## config.mk

```make
export PLATFORM = sky130hd
export DESIGN_NAME = rtc_bus_cycle_flat
export DESIGN_NICKNAME = d
export VERILOG_FILES = /design/src/rtl/rtc_bus_cycle_if.sv /design/src/rtl/rtc_bus_cycle.sv /design/src/flat_wrapper.sv
export SDC_FILE = /design/constraint.sdc
export NUM_CORES = 1
export LEC_CHECK = 0
export ABC_AREA = 1
export CAP_MARGIN = 20
export CORE_UTILIZATION = 36
export DETAILED_ROUTE_END_ITERATION = 6
export GPL_ROUTABILITY_DRIVEN = 0
export PLACE_DENSITY = 0.7
export SLEW_MARGIN = 15
export SYNTH_ARGS = -nofsm -noshare
export SYNTH_HDL_FRONTEND = slang
export SYNTH_SLANG_ARGS = --single-unit
```

## constraint.sdc

```tcl
create_clock -name clk -period 1.8 [get_ports clk]
set_input_delay 0.54 -clock clk [delete_from_list [all_inputs] [get_ports clk]]
set_output_delay 0.54 -clock clk [all_outputs]
set_load 0.05 [all_outputs]
```

## src/rtl/rtc_bus_cycle_if.sv

```systemverilog
// RTC parallel-bus transaction interface.
// Groups the controller request side (start/rw/addr/wdata), the pad side
// (bus_in/bus_out/bus_oe) and the RTC strobes. The transaction engine
// uses the slave modport and the requesting logic uses the master modport.
interface rtc_bus_cycle_if #(
    parameter int DW = 8
);
    logic          start;
    logic          rw;
    logic [DW-1:0] addr;
    logic [DW-1:0] wdata;
    logic [DW-1:0] bus_in;
    logic [DW-1:0] bus_out;
    logic          bus_oe;
    logic          cs_n;
    logic          wr_n;
    logic          rd_n;
    logic          ad_n;
    logic [DW-1:0] rdata;
    logic          busy;
    logic          done;

    modport master (
        output start, rw, addr, wdata, bus_in,
        input  bus_out, bus_oe, cs_n, wr_n, rd_n, ad_n, rdata, busy, done
    );

    modport slave (
        input  start, rw, addr, wdata, bus_in,
        output bus_out, bus_oe, cs_n, wr_n, rd_n, ad_n, rdata, busy, done
    );
endinterface

```

## src/rtl/rtc_bus_cycle.sv

```systemverilog
// RTC multiplexed bus transaction engine.
// One start pulse runs: address phase -> bus gap -> data phase (write or
// read) -> one-cycle done. Every output is a flop decoded from the next
// state, so the first transaction cycle already shows the address phase.
// Optional build macro RTC_BUS_SYNC_EN: bus_in passes through a two-flop
// synchroniser and read capture moves two cycles later to compensate.
module rtc_bus_cycle #(
    parameter int DW       = 8,
    parameter int T_PHASE  = 32,
    parameter int T_SETUP  = 2,
    parameter int T_STROBE = 15,
    parameter int T_GAP    = 4
) (
    input  logic           clk,
    input  logic           reset,
    rtc_bus_cycle_if.slave bus
);

    localparam int CW = (T_PHASE > 1) ? $clog2(T_PHASE) : 1;

    localparam logic [CW-1:0] PH_LAST   = CW'(T_PHASE - 1);
    localparam logic [CW-1:0] GAP_LAST  = CW'(T_GAP - 1);
    localparam logic [CW-1:0] WIN_FIRST = CW'(T_SETUP);
    localparam logic [CW-1:0] WIN_LAST  = CW'(T_SETUP + T_STROBE - 1);

    typedef enum logic [2:0] {
        S_IDLE,
        S_ADDR,
        S_GAP,
        S_DATA,
        S_DONE
    } state_t;

    state_t        state;
    state_t        state_nxt;
    logic [CW-1:0] cnt;
    logic [CW-1:0] cnt_nxt;

    logic          rw_q;
    logic [DW-1:0] addr_q;
    logic [DW-1:0] wdata_q;

    logic          win_d;
    logic          rd_phase_d;
    logic          cs_n_d;
    logic          wr_n_d;
    logic          rd_n_d;
    logic          ad_n_d;
    logic          oe_d;
    logic [DW-1:0] bus_out_d;
    logic          busy_d;
    logic          done_d;

    logic          cap_en;
    logic [DW-1:0] cap_src;

`ifdef RTC_BUS_SYNC_EN
    localparam logic [CW-1:0] CAP_IDX = CW'(T_SETUP + T_STROBE + 1);

    logic [DW-1:0] bus_in_p0;
    logic [DW-1:0] bus_in_p1;

    // Two-flop synchroniser on the asynchronous pad input
    always_ff @(posedge clk) begin
        bus_in_p0 <= bus.bus_in;
        bus_in_p1 <= bus_in_p0;
    end

    assign cap_src = bus_in_p1;
`else
    localparam logic [CW-1:0] CAP_IDX = WIN_LAST;

    assign cap_src = bus.bus_in;
`endif

    // Read capture happens on a fixed phase index inside a read data phase
    assign cap_en = (state == S_DATA) && rw_q && (cnt == CAP_IDX);

    // State and phase counter register
    always_ff @(posedge clk or negedge reset) begin
        if (!reset) begin
            state <= S_IDLE;
            cnt   <= '0;
        end else begin
            state <= state_nxt;
            cnt   <= cnt_nxt;
        end
    end

    // Next-state logic and decode of the strobes for the coming cycle
    always_comb begin
        state_nxt = state;
        cnt_nxt   = '0;
        case (state)
            S_IDLE: begin
                if (bus.start) state_nxt = S_ADDR;
            end
            S_ADDR: begin
                if (cnt == PH_LAST) state_nxt = S_GAP;
                else                cnt_nxt   = cnt + 1'b1;
            end
            S_GAP: begin
                if (cnt == GAP_LAST) state_nxt = S_DATA;
                else                 cnt_nxt   = cnt + 1'b1;
            end
            S_DATA: begin
                if (cnt == PH_LAST) state_nxt = S_DONE;
                else                cnt_nxt   = cnt + 1'b1;
            end
            S_DONE: begin
                state_nxt = S_IDLE;
            end
            default: begin
                state_nxt = S_IDLE;
            end
        endcase

        win_d      = ((state_nxt == S_ADDR) || (state_nxt == S_DATA)) &&
                     (cnt_nxt >= WIN_FIRST) && (cnt_nxt <= WIN_LAST);
        rd_phase_d = (state_nxt == S_DATA) && rw_q;
        cs_n_d     = !win_d;
        wr_n_d     = !(win_d && !rd_phase_d);
        rd_n_d     = !(win_d && rd_phase_d);
        ad_n_d     = (state_nxt != S_ADDR);
        oe_d       = (state_nxt == S_ADDR) || ((state_nxt == S_DATA) && !rw_q);
        busy_d     = (state_nxt != S_IDLE);
        done_d     = (state_nxt == S_DONE);

        // Address is still on the input port on the accepting edge
        bus_out_d  = '0;
        if (state_nxt == S_ADDR)  bus_out_d = (state == S_IDLE) ? bus.addr : addr_q;
        else if (oe_d)            bus_out_d = wdata_q;
    end

    // Request latch, loaded only when a start is accepted
    always_ff @(posedge clk) begin
        if ((state == S_IDLE) && bus.start) begin
            rw_q    <= bus.rw;
            addr_q  <= bus.addr;
            wdata_q <= bus.wdata;
        end
    end

    // Registered bus outputs and strobes
    always_ff @(posedge clk or negedge reset) begin
        if (!reset) begin
            bus.cs_n    <= 1'b1;
            bus.wr_n    <= 1'b1;
            bus.rd_n    <= 1'b1;
            bus.ad_n    <= 1'b1;
            bus.bus_oe  <= 1'b0;
            bus.bus_out <= '0;
            bus.busy    <= 1'b0;
            bus.done    <= 1'b0;
        end else begin
            bus.cs_n    <= cs_n_d;
            bus.wr_n    <= wr_n_d;
            bus.rd_n    <= rd_n_d;
            bus.ad_n    <= ad_n_d;
            bus.bus_oe  <= oe_d;
            bus.bus_out <= bus_out_d;
            bus.busy    <= busy_d;
            bus.done    <= done_d;
        end
    end

    // Read data register, held until the next read captures
    always_ff @(posedge clk or negedge reset) begin
        if (!reset)      bus.rdata <= '0;
        else if (cap_en) bus.rdata <= cap_src;
    end

endmodule
```

## src/flat_wrapper.sv

```systemverilog
// flat-port wrapper written by rule: the top's interface ports become plain ports
module rtc_bus_cycle_flat 
#(
    parameter int DW       = 8,
    parameter int T_PHASE  = 32,
    parameter int T_SETUP  = 2,
    parameter int T_STROBE = 15,
    parameter int T_GAP    = 4
)
  (clk, reset, bus_start, bus_rw, bus_addr, bus_wdata, bus_bus_in, bus_bus_out, bus_bus_oe, bus_cs_n, bus_wr_n, bus_rd_n, bus_ad_n, bus_rdata, bus_busy, bus_done);
  rtc_bus_cycle_if #(.DW(DW)) bus_i ();
  input  logic clk;
  input  logic reset;
  input wire logic [$bits(bus_i.start)-1:0] bus_start;
  input wire logic [$bits(bus_i.rw)-1:0] bus_rw;
  input wire logic [$bits(bus_i.addr)-1:0] bus_addr;
  input wire logic [$bits(bus_i.wdata)-1:0] bus_wdata;
  input wire logic [$bits(bus_i.bus_in)-1:0] bus_bus_in;
  output wire logic [$bits(bus_i.bus_out)-1:0] bus_bus_out;
  output wire logic [$bits(bus_i.bus_oe)-1:0] bus_bus_oe;
  output wire logic [$bits(bus_i.cs_n)-1:0] bus_cs_n;
  output wire logic [$bits(bus_i.wr_n)-1:0] bus_wr_n;
  output wire logic [$bits(bus_i.rd_n)-1:0] bus_rd_n;
  output wire logic [$bits(bus_i.ad_n)-1:0] bus_ad_n;
  output wire logic [$bits(bus_i.rdata)-1:0] bus_rdata;
  output wire logic [$bits(bus_i.busy)-1:0] bus_busy;
  output wire logic [$bits(bus_i.done)-1:0] bus_done;
  assign bus_i.start = bus_start;
  assign bus_i.rw = bus_rw;
  assign bus_i.addr = bus_addr;
  assign bus_i.wdata = bus_wdata;
  assign bus_i.bus_in = bus_bus_in;
  assign bus_bus_out = bus_i.bus_out;
  assign bus_bus_oe = bus_i.bus_oe;
  assign bus_cs_n = bus_i.cs_n;
  assign bus_wr_n = bus_i.wr_n;
  assign bus_rd_n = bus_i.rd_n;
  assign bus_ad_n = bus_i.ad_n;
  assign bus_rdata = bus_i.rdata;
  assign bus_busy = bus_i.busy;
  assign bus_done = bus_i.done;
  rtc_bus_cycle #(.DW(DW), .T_PHASE(T_PHASE), .T_SETUP(T_SETUP), .T_STROBE(T_STROBE), .T_GAP(T_GAP)) u_core (.clk(clk), .reset(reset), .bus(bus_i));
endmodule
```

# After elaboration in Yosys (flattened, before gate mapping)
# Index checks and enable logic that the tools add are counted.
[totals]
output_inout_bits = 23
in_bits = 28
reg_bits = 48
elab_cells = 57
[op_classes]
n_mux = 11
n_reduce_logical = 19
magnitude_cmp = 2
addsub = 1
n_eq_ne = 10
[op_table]
columns = ["operator", "n"]
rows = [
  ["8-bit 2-to-1 mux", 3],
  ["3-bit 2-to-1 mux", 4],
  ["3-bit case mux with 4 select lines", 1],
  ["5-bit equality test, second input constant", 2],
  ["5-bit 2-to-1 mux", 2],
  ["5-bit case mux with 2 select lines", 1],
  ["3-bit by 2-bit equality test with 1-bit output, second input constant", 3],
  ["1-bit logical AND", 9],
  ["3-bit by 1-bit equality test with 1-bit output, second input constant", 2],
  ["5-bit by 1-bit adder with 5-bit output, second input constant", 1],
  ["5-bit by 2-bit equality test with 1-bit output, second input constant", 1],
  ["5-bit by 2-bit >= comparator with 1-bit output, second input constant", 1],
  ["5-bit <= comparator, second input constant", 1],
  ["1-bit zero test", 5],
  ["3-bit equality test, second input constant", 1],
  ["3-bit zero test", 1],
  ["3-bit by 1-bit inequality test with 1-bit output, second input constant", 1],
  ["3-bit nonzero test", 1],
  ["1-bit logical OR", 2],
  ["2-bit OR reduction", 1],
]

# Logic depth before layout (Yosys ltp)
[logic_depth]
ltp_word = 9
ltp_mapped = 12
depth_no_buf = 12

# Worst setup path before layout
# No wires, ideal clock.
[synth_path]
path_kind = "flip-flop to flip-flop"
start = "register u_core.state[0]"
end = "register u_core.bus.bus_out[0]"
synth_period_minus_slack_ps = 1748
setup_time_ps = 66
n_path_buf = 0
setup_slack_ps = 52
required_ps = 1734
path_stages_with_launch = 8
t_arrival_ps = 1681
path_cell_list = "dfrtp_1 -> inv_4 -> nand3_4 -> nor2_2 -> nor2_4 -> nor2_8 -> nand3_1 -> nand2_1"
[synth_between]
elab_chain_cells = 7
elab_cells_between_ends = 16
cone_classes = "eq/ne: 5; mux: 8; reduce/logical: 3"
[synth_rtl]
columns = ["element", "line_no", "text"]
rows = [
  ["start, declared", "rtc_bus_cycle.sv:34", "state_t state;"],
  ["start signal, assigned", "rtc_bus_cycle.sv:85", "state <= state_nxt;"],
  ["3-bit by 2-bit equality test with 1-bit output, or another cell as far along", "rtc_bus_cycle.sv:94", "case (state)"],
  ["3-bit case mux with 4 select lines *", "rtc_bus_cycle.sv:94", ""],
  ["3-bit by 2-bit equality test with 1-bit output", "rtc_bus_cycle.sv:125", "oe_d = (state_nxt == S_ADDR) || ((state_nxt == S_DATA) && !rw_q);"],
  ["1-bit logical AND", "rtc_bus_cycle.sv:125", ""],
  ["1-bit logical OR *", "rtc_bus_cycle.sv:125", ""],
  ["named net u_core.oe_d", "rtc_bus_cycle.sv:49", "logic oe_d;"],
  ["8-bit 2-to-1 mux *", "rtc_bus_cycle.sv:132", "else if (oe_d) bus_out_d = wdata_q;"],
  ["8-bit 2-to-1 mux *", "rtc_bus_cycle.sv:131", "if (state_nxt == S_ADDR) bus_out_d = (state == S_IDLE) ? bus.addr : addr_q;"],
  ["named net u_core.bus_out_d[0]", "rtc_bus_cycle.sv:50", "logic [DW-1:0] bus_out_d;"],
  ["end signal, assigned", "rtc_bus_cycle.sv:161", "bus.bus_out <= bus_out_d;"],
  ["end, declared", "rtc_bus_cycle_if.sv:30", "output bus_out, bus_oe, cs_n, wr_n, rd_n, ad_n, rdata, busy, done"],
]
# The timed path passes the listed nets; every way through them passes the cells marked *.
# A chain may end at the register's enable or synchronous reset.

# Worst setup path in the final report
[layout_path]
start = "register u_core.cnt[1]"
end = "register u_core.bus.wr_n"
[layout_between]
elab_chain_cells = 9
elab_cells_between_ends = 21
cone_classes = "add/sub: 1; order compare: 2; eq/ne: 4; mux: 7; reduce/logical: 7"
[layout_rtl]
columns = ["element", "line_no", "text"]
rows = [
  ["start, declared", "rtc_bus_cycle.sv:36", "logic [CW-1:0] cnt;"],
  ["start signal, assigned", "rtc_bus_cycle.sv:86", "cnt <= cnt_nxt;"],
  ["parallel branches: the longest is 7 deep, another holds 5-bit by 1-bit adder with 5-bit output", "-", ""],
  ["1-bit logical AND *", "rtc_bus_cycle.sv:122", "wr_n_d = !(win_d && !rd_phase_d);"],
  ["1-bit zero test *", "rtc_bus_cycle.sv:122", ""],
  ["named net u_core.wr_n_d", "rtc_bus_cycle.sv:46", "logic wr_n_d;"],
  ["end signal, assigned", "rtc_bus_cycle.sv:157", "bus.wr_n <= wr_n_d;"],
  ["end, declared", "rtc_bus_cycle_if.sv:30", ""],
]
# Mark *: on every way through the listed nets, which the timed path passes.

==> impl_metrics.json <==
{
  "status": "finished, final reports clean",
  "path_max_fanout": 3,
  "grt_pass1_vias": 1555,
  "ys_ff_latch": 48,
  "core_area_mm2": 0.00557,
  "crit_family": "simple AND/OR/NAND/NOR gates",
  "synthToLayoutAreaGrowth_pct": 41.4,
  "avgSynthCellArea_um2": 10.8,
  "htreeDepth": 2,
  "post-place-ws_ps": -53.1,
  "antenna_found_initial": 0,
  "synth_area_mm2": 0.00211,
  "worstPathRequired_ps": 2040,
  "vias_per_cell": 4.58,
  "grt_busiest_layer": "met2",
  "cts_inserted_buffers": 5,
  "cp-start-kind": "flop",
  "postCtsHoldBufs": 0,
  "vias": 1535,
  "io_buffers": 50,
  "dr.pass1.iters": 4,
  "remaining_drc_errors": 0,
  "fillers": 508,
  "met2_usage_pct": 24.7,
  "initialDrtViolationCount": 86,
  "clock_latency_ps": 300,
  "worst_pin_slew_ps": 250,
  "clkTransAtPathRegs_ps": 90,
  "die_x_um": 78.6,
  "synth_cells": 195,
  "r2r_end": "u_core.bus.wr_n$_DFF_PN1_",
  "post-route-period-util_pct": 95.4,
  "design.die.area_mm2": 0.00618,
  "synth_fp_nets": 226,
  "maxSlewViolCount": 0,
  "critPathBufInv": 3,
  "synth_top_cell_by_area": "dfrtp_1",
  "grt_max_degree": 32,
  "global_route.usage.met3_pct": 3.84,
  "synth_cell_type_count": 27,
  "fmax_mhz": 582,
  "min_path_type": "reg -> reg",
  "cp.arrival_ps": 1960,
  "n_antenna_cell": 0,
  "finalWorstSetupSlack_ps": 82.8,
  "cts_root_buf": "clkbuf_8",
  "setup.worst_path.end_class": "flop",
  "setup_viol": 0,
  "holdCritStartpoint": "u_core.wdata_q[5]$_DFFE_PP_",
  "ys_seq_area_share_pct": 61.1,
  "grtUsageMet1_pct": 19.1,
  "ios": 51,
  "row_count": 27,
  "finalCriticalPeriod_ps": 1720,
  "cp.depth": 12,
  "synth_area_leaders": "dfrtp_1 32%, edfxtp_1 24%, nand2_1 7.8%",
  "grt_use_total_pct": 14.9,
  "slowest_stage": "dfrtp_1",
  "slew_headroom_pct": 83.3,
  "crit_top_cell": "nor2_4",
  "p_leak_nw": 1.36,
  "powerDensity_mw_per_mm2": 1630,
  "synth_top_area_share_pct": 32.0,
  "nNetsFinal": 293,
  "skew_ps": 6.19,
  "path_class": "reg -> reg",
  "ant_nets": 0,
  "synth_commonest_cells": "44 x nand2_1, 32 x inv_1, 27 x dfrtp_1",
  "gr-total-overflow": 0,
  "routed_wl_um": 4180,
  "cts_tree": "yes",
  "die_h_um": 78.6,
  "design_area_mm2": 0.00299,
  "startpoint": "u_core.cnt[1]$_DFF_PN0_",
  "cts_sinks": 48,
  "vdd_drop_max_mv": 0.709,
  "placed_area_mm2": 0.00278,
  "reg2regPathDepth": 12,
  "critPathMaxStageDelay_ps": 390,
  "r2r_start": "u_core.cnt[1]$_DFF_PN0_",
  "synth_edf_count": 17,
  "drive_above_1_share_pct": 33.8,
  "ctsLongestPathBuffers": 2,
  "initial_core_util_pct": 37.9,
  "path_cells": "ha_2 -> nand2_4 -> nor2_4 -> ha_4 -> inv_4 -> nand2_4 -> nor2_4 -> nor2_4 -> nor2_4 -> buf_4 -> inv_1 -> nand3_1",
  "maxCapViolCount": 0,
  "tns_ps": 0,
  "hpwl_um": 2970,
  "yosys_most_used_dff": "dfrtp_1",
  "yosys_warnings": 0,
  "wl_per_cell_um": 12.5,
  "synthArstFlopShare_pct": 64.6,
  "rrSetupSlack_ps": 80,
  "final_core_util_pct": 53.6,
  "yosysMostFrequentCell": "nand2_1",
  "hold_violations": 0,
  "grt_pass1_wl_um": 7070,
  "endpoint": "u_core.bus.wr_n$_DFF_PN1_",
  "rsz0062_at_grt": "yes"
}
-- flip-flops by register name, summed over array words and instances, names as in the netlist --
| name | cells |
|---|---|
| u_core.cnt | 5 |
| u_core.bus.cs_n | 1 |
| u_core.bus.wr_n | 1 |
| u_core.bus.bus_out | 8 |
| u_core.bus.done | 1 |
| u_core.rw_q | 1 |
| u_core.bus.rd_n | 1 |
| u_core.bus.bus_oe | 1 |
| u_core.bus.rdata | 8 |
| u_core.bus.busy | 1 |
| u_core.state | 3 |
| u_core.bus.ad_n | 1 |
| u_core.wdata_q | 8 |
| u_core.addr_q | 8 |
-- power breakdown --
group,switching [W],leakage (nW),total [W],internal [W]
Clock,0.000371,0.0583,0.000789,0.000418
Combinational,0.00155,0.811,0.00243,0.000871
Sequential,0.000176,0.493,0.00165,0.00147
-- cell families after synthesis --
kind of cell / Yosys count / share of synthesized area, %
compound gates: 19 / 7.76
simple gates: 87 / 22.1
fa+ha+maj: 3 / 1.78
flops: 48 / 61.1
buf+inv: 38 / 7.28
-- worst min-delay path, stage by stage, from the launching register on --
cell,delay [ps]
edfxtp_1,330
nand3_1,70
nand2_1,50
-- layer usage --
| layer | wire [um] | vias to the layer above |
|---|---|---|
| met1 | 1810 | 714 |
| li1 | - | 765 |
| met2 | 2090 | 50 |
| met4 | 49 | 0 |
| met3 | 227 | 6 |
| met5 | 0 | - |
-- final cells by class --
| type | instances | area (um2) | share of cell area (%) |
|---|---|---|---|
| multi-input combinational | 110 | 749 | 25.1 |
| timing repair buffer | 61 | 601 | 20.1 |
| clock buffer | 5 | 68.8 | 2.30 |
| inverter | 36 | 140 | 4.69 |
| sequential | 48 | 1290 | 43.2 |
| clock inverter | 3 | 47.5 | 1.59 |
| tap | 72 | 90.1 | 3.02 |
-- cells in the final DEF, fill, tap and decap left out, drive strengths merged --
cell type,n
and2,1
buf,34
bufinv,1
clkbuf,5
clkdlybuf4s50,27
clkinv,2
dfrtp,27
dfstp,4
edfxtp,17
ha,3
inv,36
nand2,47
nand3,18
nand4,3
nor2,16
nor3,3
o211ai,8
o21ai,10
o22ai,1
-- stage by stage --
step / cells / hold WS [ps] / total power [W]
final: 335 / 481 / 0.00486
after global routing: 335 / 517 / 0.00519
after CTS: 333 / 483 / 0.00477
after detailed placement: 325 / 459 / 0.00396
after global placement: 325 / 453 / 0.00392
after floorplan: 195 / 244 / 0.00315
-- worst min path at each step --
stage	to	slack, ps	cells past startpoint
3_3_place_gp	u_core.bus.bus_out[4]$_DFF_PN0_	450	2
5_1_grt	u_core.bus.bus_out[2]$_DFF_PN0_	520	2
3_5_place_dp	u_core.bus.bus_out[5]$_DFF_PN0_	460	2
2_1_floorplan	u_core.bus.bus_oe$_DFF_PN0_	240	0
6_report	u_core.bus.bus_out[5]$_DFF_PN0_	480	2
4_1_cts	u_core.bus.bus_out[5]$_DFF_PN0_	480	2
-- repair_timing --
| action | CTS | global route |
|---|---|---|
| endpoints found under the setup margin | 0 | 14 |
| buffers inserted | 0 | 1 |
| resized for setup | 0 | 18 |
No activity file was read; power rests on OpenSTA's default activity.
